`config.mk`:
```
export PLATFORM = sky130hd
export DESIGN_NAME = pixel_drain
export DESIGN_NICKNAME = d
export VERILOG_FILES = /design/src/rtl/pixel_drain.sv
export SDC_FILE = /design/constraint.sdc
export NUM_CORES = 1
export LEC_CHECK = 0
export CELL_PAD_IN_SITES_DETAIL_PLACEMENT = 0
export CELL_PAD_IN_SITES_GLOBAL_PLACEMENT = 1
export CORE_ASPECT_RATIO = 1.1
export CORE_MARGIN = 2
export CORE_UTILIZATION = 25
export CTS_BUF_LIST = sky130_fd_sc_hd__clkbuf_16
export CTS_CLUSTER_SIZE = 12
export DETAILED_ROUTE_END_ITERATION = 12
export PLACE_DENSITY = 0.53
export SYNTH_ARGS = -nofsm -noshare
export SYNTH_HDL_FRONTEND = slang
export SYNTH_SLANG_ARGS = --single-unit
```
`constraint.sdc`:
```
create_clock -name clock -period 3.3 [get_ports clock]
set_input_delay 0.66 -clock clock [delete_from_list [all_inputs] [get_ports clock]]
set_output_delay 0.66 -clock clock [all_outputs]
set_load 0.03 [all_outputs]
```
`src/rtl/pixel_drain.sv`:
```
// pixel_drain: walks a finished frame out of the solver result memories in raster order.
// One read is issued per cycle while credit allows. A valid-only delay line re-aligns
// each returned iteration count with its coordinates. Results then pass through a skid
// FIFO with a registered head into a valid/ready pixel stream.
module pixel_drain #(
    parameter int unsigned NUM_SOLVERS = 7,
    parameter int unsigned NUM_COLUMNS = 99,
    parameter int unsigned NUM_ROWS    = 66,
    parameter int unsigned RD_LATENCY  = 2,
    parameter int unsigned FIFO_DEPTH  = 4,
    parameter int unsigned ITER_WIDTH  = 8,
    parameter int unsigned ID_WIDTH    = 6,
    parameter int unsigned ADDR_WIDTH  = 19,
    parameter int unsigned COL_WIDTH   = 10,
    parameter int unsigned ROW_WIDTH   = 10
) (
    input  logic                  clock,
    input  logic                  reset_n,
    input  logic                  start,
    input  logic                  loop,
    output logic                  rd_en,
    output logic [ID_WIDTH-1:0]   rd_solver_id,
    output logic [ADDR_WIDTH-1:0] rd_addr,
    input  logic [ITER_WIDTH-1:0] rd_data,
    output logic                  out_valid,
    input  logic                  out_ready,
    output logic [ITER_WIDTH-1:0] out_data,
    output logic [COL_WIDTH-1:0]  out_col,
    output logic [ROW_WIDTH-1:0]  out_row,
    output logic                  out_last,
    output logic                  busy,
    output logic                  frame_done
);

    localparam logic [1:0] StIdle  = 2'd0;
    localparam logic [1:0] StIssue = 2'd1;
    localparam logic [1:0] StDrain = 2'd2;

    localparam int unsigned PtrW = (FIFO_DEPTH > 1) ? $clog2(FIFO_DEPTH) : 1;
    localparam int unsigned CntW = $clog2(FIFO_DEPTH + 1);
    localparam int unsigned CrdW = $clog2(RD_LATENCY + FIFO_DEPTH + 1);

    localparam logic [COL_WIDTH-1:0] LastCol = COL_WIDTH'(NUM_COLUMNS - 1);
    localparam logic [ROW_WIDTH-1:0] LastRow = ROW_WIDTH'(NUM_ROWS - 1);
    localparam logic [ID_WIDTH-1:0]  LastSid = ID_WIDTH'(NUM_SOLVERS - 1);
    localparam logic [PtrW-1:0]      LastPtr = PtrW'(FIFO_DEPTH - 1);
    localparam logic [CrdW-1:0]      Credits = CrdW'(FIFO_DEPTH);

    typedef struct packed {
        logic [COL_WIDTH-1:0] col;
        logic [ROW_WIDTH-1:0] row;
        logic                 last;
    } tag_t;

    typedef struct packed {
        logic [ITER_WIDTH-1:0] data;
        tag_t                  tag;
    } pix_t;

    logic [1:0]            state_q, state_d;
    logic [COL_WIDTH-1:0]  col_q, col_d;
    logic [ROW_WIDTH-1:0]  row_q, row_d;
    logic [ID_WIDTH-1:0]   sid_q, sid_d;
    logic [ADDR_WIDTH-1:0] addr_q, addr_d;

    logic                  stage_valid_q [RD_LATENCY];
    tag_t                  stage_tag_q   [RD_LATENCY];

    pix_t                  fifo_mem_q [FIFO_DEPTH];
    logic [PtrW-1:0]       wr_ptr_q, wr_ptr_d;
    logic [PtrW-1:0]       rd_ptr_q, rd_ptr_d;
    logic [CntW-1:0]       fifo_count_q, fifo_count_d;

    pix_t                  out_q, out_d;
    logic                  out_valid_q, out_valid_d;
    logic                  frame_done_q;

    logic                  clear;
    logic                  issue;
    logic                  last_pix;
    logic                  credit_ok;
    logic [CrdW-1:0]       in_flight;
    logic                  pop;
    logic                  push;
    pix_t                  push_pix;
    logic                  fifo_wr;
    logic                  fifo_rd;

    // Credit: in-flight reads plus entries parked behind the head register. The head
    // register is not counted, so a full pipeline still streams one pixel per cycle.
    always_comb begin
        in_flight = '0;
        for (int i = 0; i < RD_LATENCY; i++) begin
            in_flight = in_flight + CrdW'(stage_valid_q[i]);
        end
        credit_ok = (in_flight + CrdW'(fifo_count_q)) < Credits;
    end

    assign last_pix = (col_q == LastCol) && (row_q == LastRow);
    assign issue    = (state_q == StIssue) && credit_ok;
    assign pop      = out_valid_q && out_ready;
    assign push     = stage_valid_q[RD_LATENCY-1];
    assign push_pix = '{data: rd_data, tag: stage_tag_q[RD_LATENCY-1]};

    // Frame sequencing: IDLE -> ISSUE -> DRAIN -> (ISSUE when looping | IDLE).
    always_comb begin
        state_d = state_q;
        clear   = 1'b0;
        case (state_q)
            StIdle: begin
                clear = 1'b1;
                if (start) begin
                    state_d = StIssue;
                end
            end
            StIssue: begin
                if (issue && last_pix) begin
                    state_d = StDrain;
                end
            end
            StDrain: begin
                if (pop && out_q.tag.last) begin
                    clear   = 1'b1;
                    state_d = loop ? StIssue : StIdle;
                end
            end
            default: state_d = StIdle;
        endcase
    end

    // Issue-side counters; solver/word and column/row advance by wrap rather than division.
    always_comb begin
        col_d  = col_q;
        row_d  = row_q;
        sid_d  = sid_q;
        addr_d = addr_q;
        if (clear) begin
            col_d  = '0;
            row_d  = '0;
            sid_d  = '0;
            addr_d = '0;
        end else if (issue) begin
            if (sid_q == LastSid) begin
                sid_d  = '0;
                addr_d = addr_q + ADDR_WIDTH'(1);
            end else begin
                sid_d = sid_q + ID_WIDTH'(1);
            end
            if (col_q == LastCol) begin
                col_d = '0;
                row_d = row_q + ROW_WIDTH'(1);
            end else begin
                col_d = col_q + COL_WIDTH'(1);
            end
        end
    end

    // Head register refill: from storage first, else straight from the delay line.
    always_comb begin
        out_d       = out_q;
        out_valid_d = out_valid_q && !pop;
        fifo_wr     = 1'b0;
        fifo_rd     = 1'b0;
        if (!out_valid_q || pop) begin
            if (fifo_count_q != '0) begin
                out_d       = fifo_mem_q[rd_ptr_q];
                out_valid_d = 1'b1;
                fifo_rd     = 1'b1;
                fifo_wr     = push;
            end else if (push) begin
                out_d       = push_pix;
                out_valid_d = 1'b1;
            end
        end else begin
            fifo_wr = push;
        end
        wr_ptr_d     = fifo_wr ? ((wr_ptr_q == LastPtr) ? '0 : wr_ptr_q + PtrW'(1)) : wr_ptr_q;
        rd_ptr_d     = fifo_rd ? ((rd_ptr_q == LastPtr) ? '0 : rd_ptr_q + PtrW'(1)) : rd_ptr_q;
        fifo_count_d = fifo_count_q + CntW'(fifo_wr) - CntW'(fifo_rd);
    end

    // State and issue counters.
    always_ff @(posedge clock or negedge reset_n) begin
        if (!reset_n) begin
            state_q <= StIdle;
            col_q   <= '0;
            row_q   <= '0;
            sid_q   <= '0;
            addr_q  <= '0;
        end else begin
            state_q <= state_d;
            col_q   <= col_d;
            row_q   <= row_d;
            sid_q   <= sid_d;
            addr_q  <= addr_d;
        end
    end

    // Alignment delay line; clearing the valid bits on reset discards reads in flight.
    always_ff @(posedge clock or negedge reset_n) begin
        if (!reset_n) begin
            for (int i = 0; i < RD_LATENCY; i++) begin
                stage_valid_q[i] <= 1'b0;
                stage_tag_q[i]   <= '0;
            end
        end else begin
            stage_valid_q[0] <= issue;
            stage_tag_q[0]   <= '{col: col_q, row: row_q, last: last_pix};
            for (int i = 1; i < RD_LATENCY; i++) begin
                stage_valid_q[i] <= stage_valid_q[i-1];
                stage_tag_q[i]   <= stage_tag_q[i-1];
            end
        end
    end

    // Skid storage, head register and frame-done pulse.
    always_ff @(posedge clock or negedge reset_n) begin
        if (!reset_n) begin
            for (int i = 0; i < FIFO_DEPTH; i++) begin
                fifo_mem_q[i] <= '0;
            end
            wr_ptr_q     <= '0;
            rd_ptr_q     <= '0;
            fifo_count_q <= '0;
            out_q        <= '0;
            out_valid_q  <= 1'b0;
            frame_done_q <= 1'b0;
        end else begin
            if (fifo_wr) begin
                fifo_mem_q[wr_ptr_q] <= push_pix;
            end
            wr_ptr_q     <= wr_ptr_d;
            rd_ptr_q     <= rd_ptr_d;
            fifo_count_q <= fifo_count_d;
            out_q        <= out_d;
            out_valid_q  <= out_valid_d;
            frame_done_q <= pop && out_q.tag.last;
        end
    end

    assign rd_en        = issue;
    assign rd_solver_id = sid_q;
    assign rd_addr      = addr_q;
    assign out_valid    = out_valid_q;
    assign out_data     = out_q.data;
    assign out_col      = out_q.tag.col;
    assign out_row      = out_q.tag.row;
    assign out_last     = out_q.tag.last;
    assign busy         = state_q != StIdle;
    assign frame_done   = frame_done_q;

endmodule
```
-- After elaboration in Yosys (flattened, before gate mapping)
Cells that the tools add are included.
W data, S select, Z words.
- flip-flop bits (word level): 245
- latch bits: 0
- bits in writable memories: 0
- ROM bits: 0
- input bits: 13
- output and inout bits: 58
- logic and storage cells: 121
- memories kept: 0
- $add $sub $neg: 10
- multipliers: 0
- div/mod/pow operators: 0
- $lt $le $gt $ge: 4
- eq/ne operators: 10
- shifts and indexed selects: 0
- mux-type cells: 36
- bitwise operators: 2
- reduce and logical (&&, ||, !) cells: 21
- operators with widths (kind ; number):
    $mux W29 ; 5
    $bwmux W116 ; 1
    $mux W10 ; 6
    $bmux W29 S2 ; 1
    $demux W29 S2 ; 1
    $mux W19 ; 3
    $add A10 B1 Y10 const B ; 2
    $eq A10 B7 Y1 const B ; 2
    $add A19 B1 Y19 const B ; 1
    $mux W6 ; 3
    $mux W2 ; 5
    $reduce_bool A2 Y1 ; 5
    $mux W1 ; 9
    $logic_and A1 B1 Y1 ; 7
    $add A6 B1 Y6 const B ; 1
    $eq A2 B2 Y1 const B ; 3
    $eq A6 B3 Y1 const B ; 1
    $ge A3 B3 Y1 const B ; 2
    $not A2 Y3 ; 2
    $pmux W2 S3 ; 1
    $reduce_and A2 Y1 ; 3
    $add A2 B1 Y2 const B ; 2
    $ne A2 B2 Y1 const B ; 2
    $add A2 B3 Y3 ; 1
    other kinds (13) ; 14

-- Longest topological paths before layout
Gate-level depths: netlist of the first run.
- depth in word-level cells: 7
- depth in mapped cells: 10
- gate-level depth less buffers: 9

-- Worst setup path after synthesis of the first run
OpenSTA, ideal clock, no wires.
- kind: input-to-reg
- from: input port out_ready
- to: register fifo_count_q[2]
- setup time: 0.123 ns
- data arrival time: 2.452 ns
- required time: 3.177 ns
- slack: 0.726 ns
- stages on the path: 10
- buffers on the path: 2
- cell sequence: nand2b_1 > nor2b_1 > clkbuf_1 > clkbuf_1 > ha_1 > inv_1 > ha_1 > fa_1 > xnor2_1 > xnor2_1
- elaborated cells on any way between the ends: 6
- classes of those cells: add/sub: 2; mux: 2; reduce/logical: 2
- RTL lines (element ; RTL line ; source):
    start, declared ; 26 ; input logic out_ready,
    $logic_and A1 B1 Y1 ; 101 ; assign pop = out_valid_q && out_ready;
    $logic_or A1 B1 Y1 ; 164 ; if (!out_valid_q || pop) begin
    $mux W1 ; 164 ;
    named net fifo_rd ; 87 ; logic fifo_rd;
    $sub A3 B1 Y3 ; 179 ; fifo_count_d = fifo_count_q + CntW'(fifo_wr) - CntW'(fifo_rd);
    named net fifo_count_d[2] ; 72 ; logic [CntW-1:0] fifo_count_q, fifo_count_d;
    end signal, assigned ; 234 ; fifo_count_q <= fifo_count_d;
    end, declared ; 72 ;
The timed path passes the listed nets, and every way through them passes these cells.
A chain may end at the register's enable or synchronous reset.

-- Final worst setup path of the first run
- from: register fifo_count_q[0]
- to: output port rd_en
- word-level cells in the longest chain between the ends: 3
- ends and longest elaborated chain (element ; RTL line ; source):
    $add A2 B3 Y3 ; 96 ; credit_ok = (in_flight + CrdW'(fifo_count_q)) < Credits;
    $lt A3 B3 Y1 ; 96 ;
    $logic_and A1 B1 Y1 ; 100 ; assign issue = (state_q == StIssue) && credit_ok;
    end, declared ; 21 ; output logic rd_en,
Every way passes these cells.

==> results.py, run 1 <==
metrics = {
    "status": {
        "status": "finished clean",
    },
    "critical_path": {
        "crit_path_end_kind": "primary output",
        "path_class": "reg2out",
        "max_stage_delay_ns": 0.43,
        "critPathBufInv": 2,
        "critPathTopFamily": "compound AO/OA/AOI/OAI gates",
        "rr_worst_depth": 5,
        "cp-start-kind": "flip-flop",
        "reg2reg_from": "fifo_count_q[0]",
        "cp_slowest_cell": "a221o_1",
        "worstPathArrival_ns": 2.50,
        "critPathMaxFanout": 7,
        "r2r_slack_ns": 0.97,
        "required_ns": 2.64,
        "path_cells": "ha_1, a21o_1, a221o_1, inv_1, dlygate4sd2_1",
        "r2r_end": "rd_addr[16]",
    },
    "layout": {
        "areaGrowthSynthToFinish_pct": 22.1,
        "layout_commonest_cell": "dfrtp_1",
        "diodes": 0,
        "final_cell_mix": "dfrtp_1 (244), mux2_2 (118), clkdlybuf4s50_1 (68)",
        "fin_nets": 931,
        "layout-drive-gt1-share_pct": 24.9,
    },
    "detailed_routing": {
        "firstDrtPassIters": 4,
        "ant_nets": 0,
        "wl_per_cell_um": 18.0,
        "drc": 0,
        "vias": 6962,
        "first_iter_violations": 377,
        "vias_per_cell": 4.68,
        "finalWirelength_um": 26800,
    },
    "place": {
        "place.gp.congestion": 0.714,
        "port_buffers": 70,
        "detailed_place_hpwl_um": 16600,
    },
    "power": {
        "power.leakage_nw": 5.79,
        "clkPwrFrac_pct": 25.8,
        "power_density_mw_per_mm2": 824,
        "power_switching_w": 0.00391,
        "pwr-share-seq_pct": 38.4,
        "power_w": 0.0108,
        "pwr-share-comb_pct": 35.8,
        "switching_share_pct": 36.2,
        "worst_ir_drop_vdd_mv": 0.357,
        "p_int_w": 0.00689,
    },
    "timing": {
        "rsz0062_at_grt": "false",
        "period_share_pct": 95.7,
        "hold_violations": 0,
        "clock-skew-final_ns": 0.0252,
        "relSlewSlack_pct": 34.2,
        "drv_slew": 0,
        "fmax_mhz": 317,
        "setup_viol": 0,
        "tightest_slew_ns": 0.987,
        "fin_crit_ns": 3.16,
        "fin_setup_tns_ns": 0,
    },
    "clock_tree": {
        "clk_path_buf_depth": 3,
        "hold_buffers": 0,
        "cts_buffers": 28,
        "clock_latency_ns": 0.56,
        "path_clk_slew_ns": 0.06,
        "root_buffer": "clkbuf_16",
        "cts_num_sinks": 245,
        "cts.htree.levels": 1,
        "cts_tree": "done",
    },
    "synth": {
        "synthesis.area_mm2": 0.0107,
        "synth_compound_area_share_pct": 8.78,
        "synth_ff_type": "dfrtp_1",
        "synth_top_family_by_area": "multiplexers",
        "yosysWarnings": 0,
        "synth_top_area_share_pct": 57.1,
        "synth_edf_count": 0,
        "synth_fa_ha_area_share_pct": 1.94,
        "synth_largest_area_cell": "dfrtp_1",
        "ys_top_cells_by_area": "dfrtp_1 (57%), mux2_2 (12%), mux4_2 (6.1%)",
        "syn-instance-count": 819,
        "synthSimpleGateAreaFrac_pct": 9.60,
        "seq_area_frac_synth_pct": 57.1,
        "synth.ff_latch_count": 245,
        "synth.distinct_cells": 56,
        "synth_nets": 848,
        "synth-xor-area-share_pct": 0.327,
        "muxShareOfSynthArea_pct": 19.6,
        "synth.avg_cell_area_um2": 13.1,
        "synthArstFlopShare_pct": 100,
    },
    "floorplanning": {
        "die_area_mm2": 0.0446,
        "row_count": 79,
        "fp.dieW_um": 202,
        "die_h_um": 221,
        "floorplan.initialDensity_pct": 25.4,
        "coreArea_mm2": 0.0423,
        "io_pins": 71,
    },
    "job": {
        "max_cap_viol_count": 0,
    },
    "global_route": {
        "track_usage_pct": 12.3,
        "grt_pass1_vias": 7479,
        "overflow": 0,
        "grt_max_degree": 86,
        "grt_pass1_wl_um": 44200,
        "antenna_found_initial": 0,
    },
    "min_path": {
        "hold_class": "in2async",
    },
}
## worst max path at each step
stage                    startpoint               to  slack, ns  cells after the start
floorplan                 out_ready  fifo_count_q[2]       0.73                     10
global placement    fifo_count_q[0]            rd_en       0.45                      5
detailed placement  fifo_count_q[0]            rd_en       0.44                      5
CTS                 fifo_count_q[0]            rd_en       0.12                      5
global route        fifo_count_q[0]            rd_en      0.008                      5
finish              fifo_count_q[0]            rd_en       0.14                      5
## synth_stat cells, drive strengths merged, types with 2 or more instances
cell     instances
a21boi           2
a21oi           54
and2             3
and3             6
and4             4
buf             21
clkbuf          29
dfrtp          245
ha              15
inv             17
mux2           118
mux2i           12
mux4            29
nand2           34
nand2b           3
nand3           26
nand4           15
nand4b           3
nor2            40
nor2b            3
nor3             9
nor4             4
nor4b            2
o2111ai          3
o211ai           6
o21ai           16
o221ai           2
o22ai            2
o2bb2ai         32
o31ai           14
or2              2
or3             11
or4             18
xnor2            4
## worst reg2reg max path, cell delays in order, from the launching register on
cell      delay, ns
dfrtp_1        0.42
ha_1           0.34
a21oi_1        0.27
o221ai_1       0.47
or4_1          0.63
a21oi_1        0.15
## logic make-up after synthesis
logic type	Yosys count
AO/OA/AOI/OAI	141
XOR/XNOR	4
adder cells (fa/ha/maj)	16
buffers and inverters	67
flip-flops	245
multiplexers	159
AND/OR/NAND/NOR	187
## stage by stage
stage / setup WS [ns] / instance area, µm² / hold slack [ns] / std cells / util [%]
final: 0.143 / 13100 / 0.0871 / 1489 / 31.0
after CTS: 0.118 / 13100 / 0.118 / 1489 / 31.0
after detailed placement: 0.435 / 12300 / 0.335 / 1439 / 29.0
after global placement: 0.446 / 12300 / 0.332 / 1439 / 29.0
after floorplan: 0.726 / 10700 / 0.331 / 819 / -
after global routing: 0.00817 / 13100 / 0.131 / 1489 / 31.0
## per-layer routing
layer  global-route usage [%]  vias to the layer above  part of all wire [%]
li1                         -                     3216                     -
met1                     16.8                     3593                    47
met2                     20.5                      122                    48
met3                     1.99                       31                   3.6
met4                     2.73                        0                   2.1
met5                        0                        -                     0
## what timing repair did
action	4_1_cts	5_1_grt
buffers inserted	0	0
resized for setup	1	0
hold endpoints to repair	0	0
endpoints found under the setup margin	1	0
## cell type report
type                            count  area [µm²]
Inverter                           17        63.8
Clock buffer                       28         701
Sequential cell                   245        6130
Clock inverter                     22         120
Multi-Input combinational cell    507        4340
Fill cell                        4328       29200
Tap cell                          567         709
Timing Repair Buffer              103        1040
## power by group through the flow
stage / registers [W] / logic, W / clock network [W]
global route: 0.00425 / 0.00424 / 0.00302
finish: 0.00414 / 0.00386 / 0.00278
floorplan: 0.00436 / 0.00223 / 0
global placement: 0.00420 / 0.00392 / 0
detailed placement: 0.00420 / 0.00397 / 0
CTS: 0.00416 / 0.00396 / 0.00289
## state kept, by name, indices dropped and copies added, names as in the netlist
| name | cells |
|---|---|
| out_row | 10 |
| out_valid | 1 |
| out_last | 1 |
| out_col | 10 |
| col_q | 10 |
| rd_addr | 19 |
| push_pix | 21 |
| frame_done | 1 |
| row_q | 10 |
| rd_ptr_q | 2 |
| state_q | 2 |
| fifo_count_q | 3 |
| fifo_mem_q | 116 |
| stage_tag_q | 21 |
| push | 1 |
| out_data | 8 |
| stage_valid_q | 1 |
| rd_solver_id | 6 |
| wr_ptr_q | 2 |
Power figures use the tool's default switching activity.
==> inputs of run 2 (changes only) <==
--- a/config.mk
+++ b/config.mk
@@ -13,6 +13,7 @@
 export CTS_BUF_LIST = sky130_fd_sc_hd__clkbuf_16
 export CTS_CLUSTER_SIZE = 12
 export DETAILED_ROUTE_END_ITERATION = 12
+export GPL_ROUTABILITY_DRIVEN = 1
 export PLACE_DENSITY = 0.53
 export SYNTH_ARGS = -nofsm -noshare
 export SYNTH_HDL_FRONTEND = slang
==> results of run 2 <==
The final DEF is identical to that of run 1; final timing and power are the same.
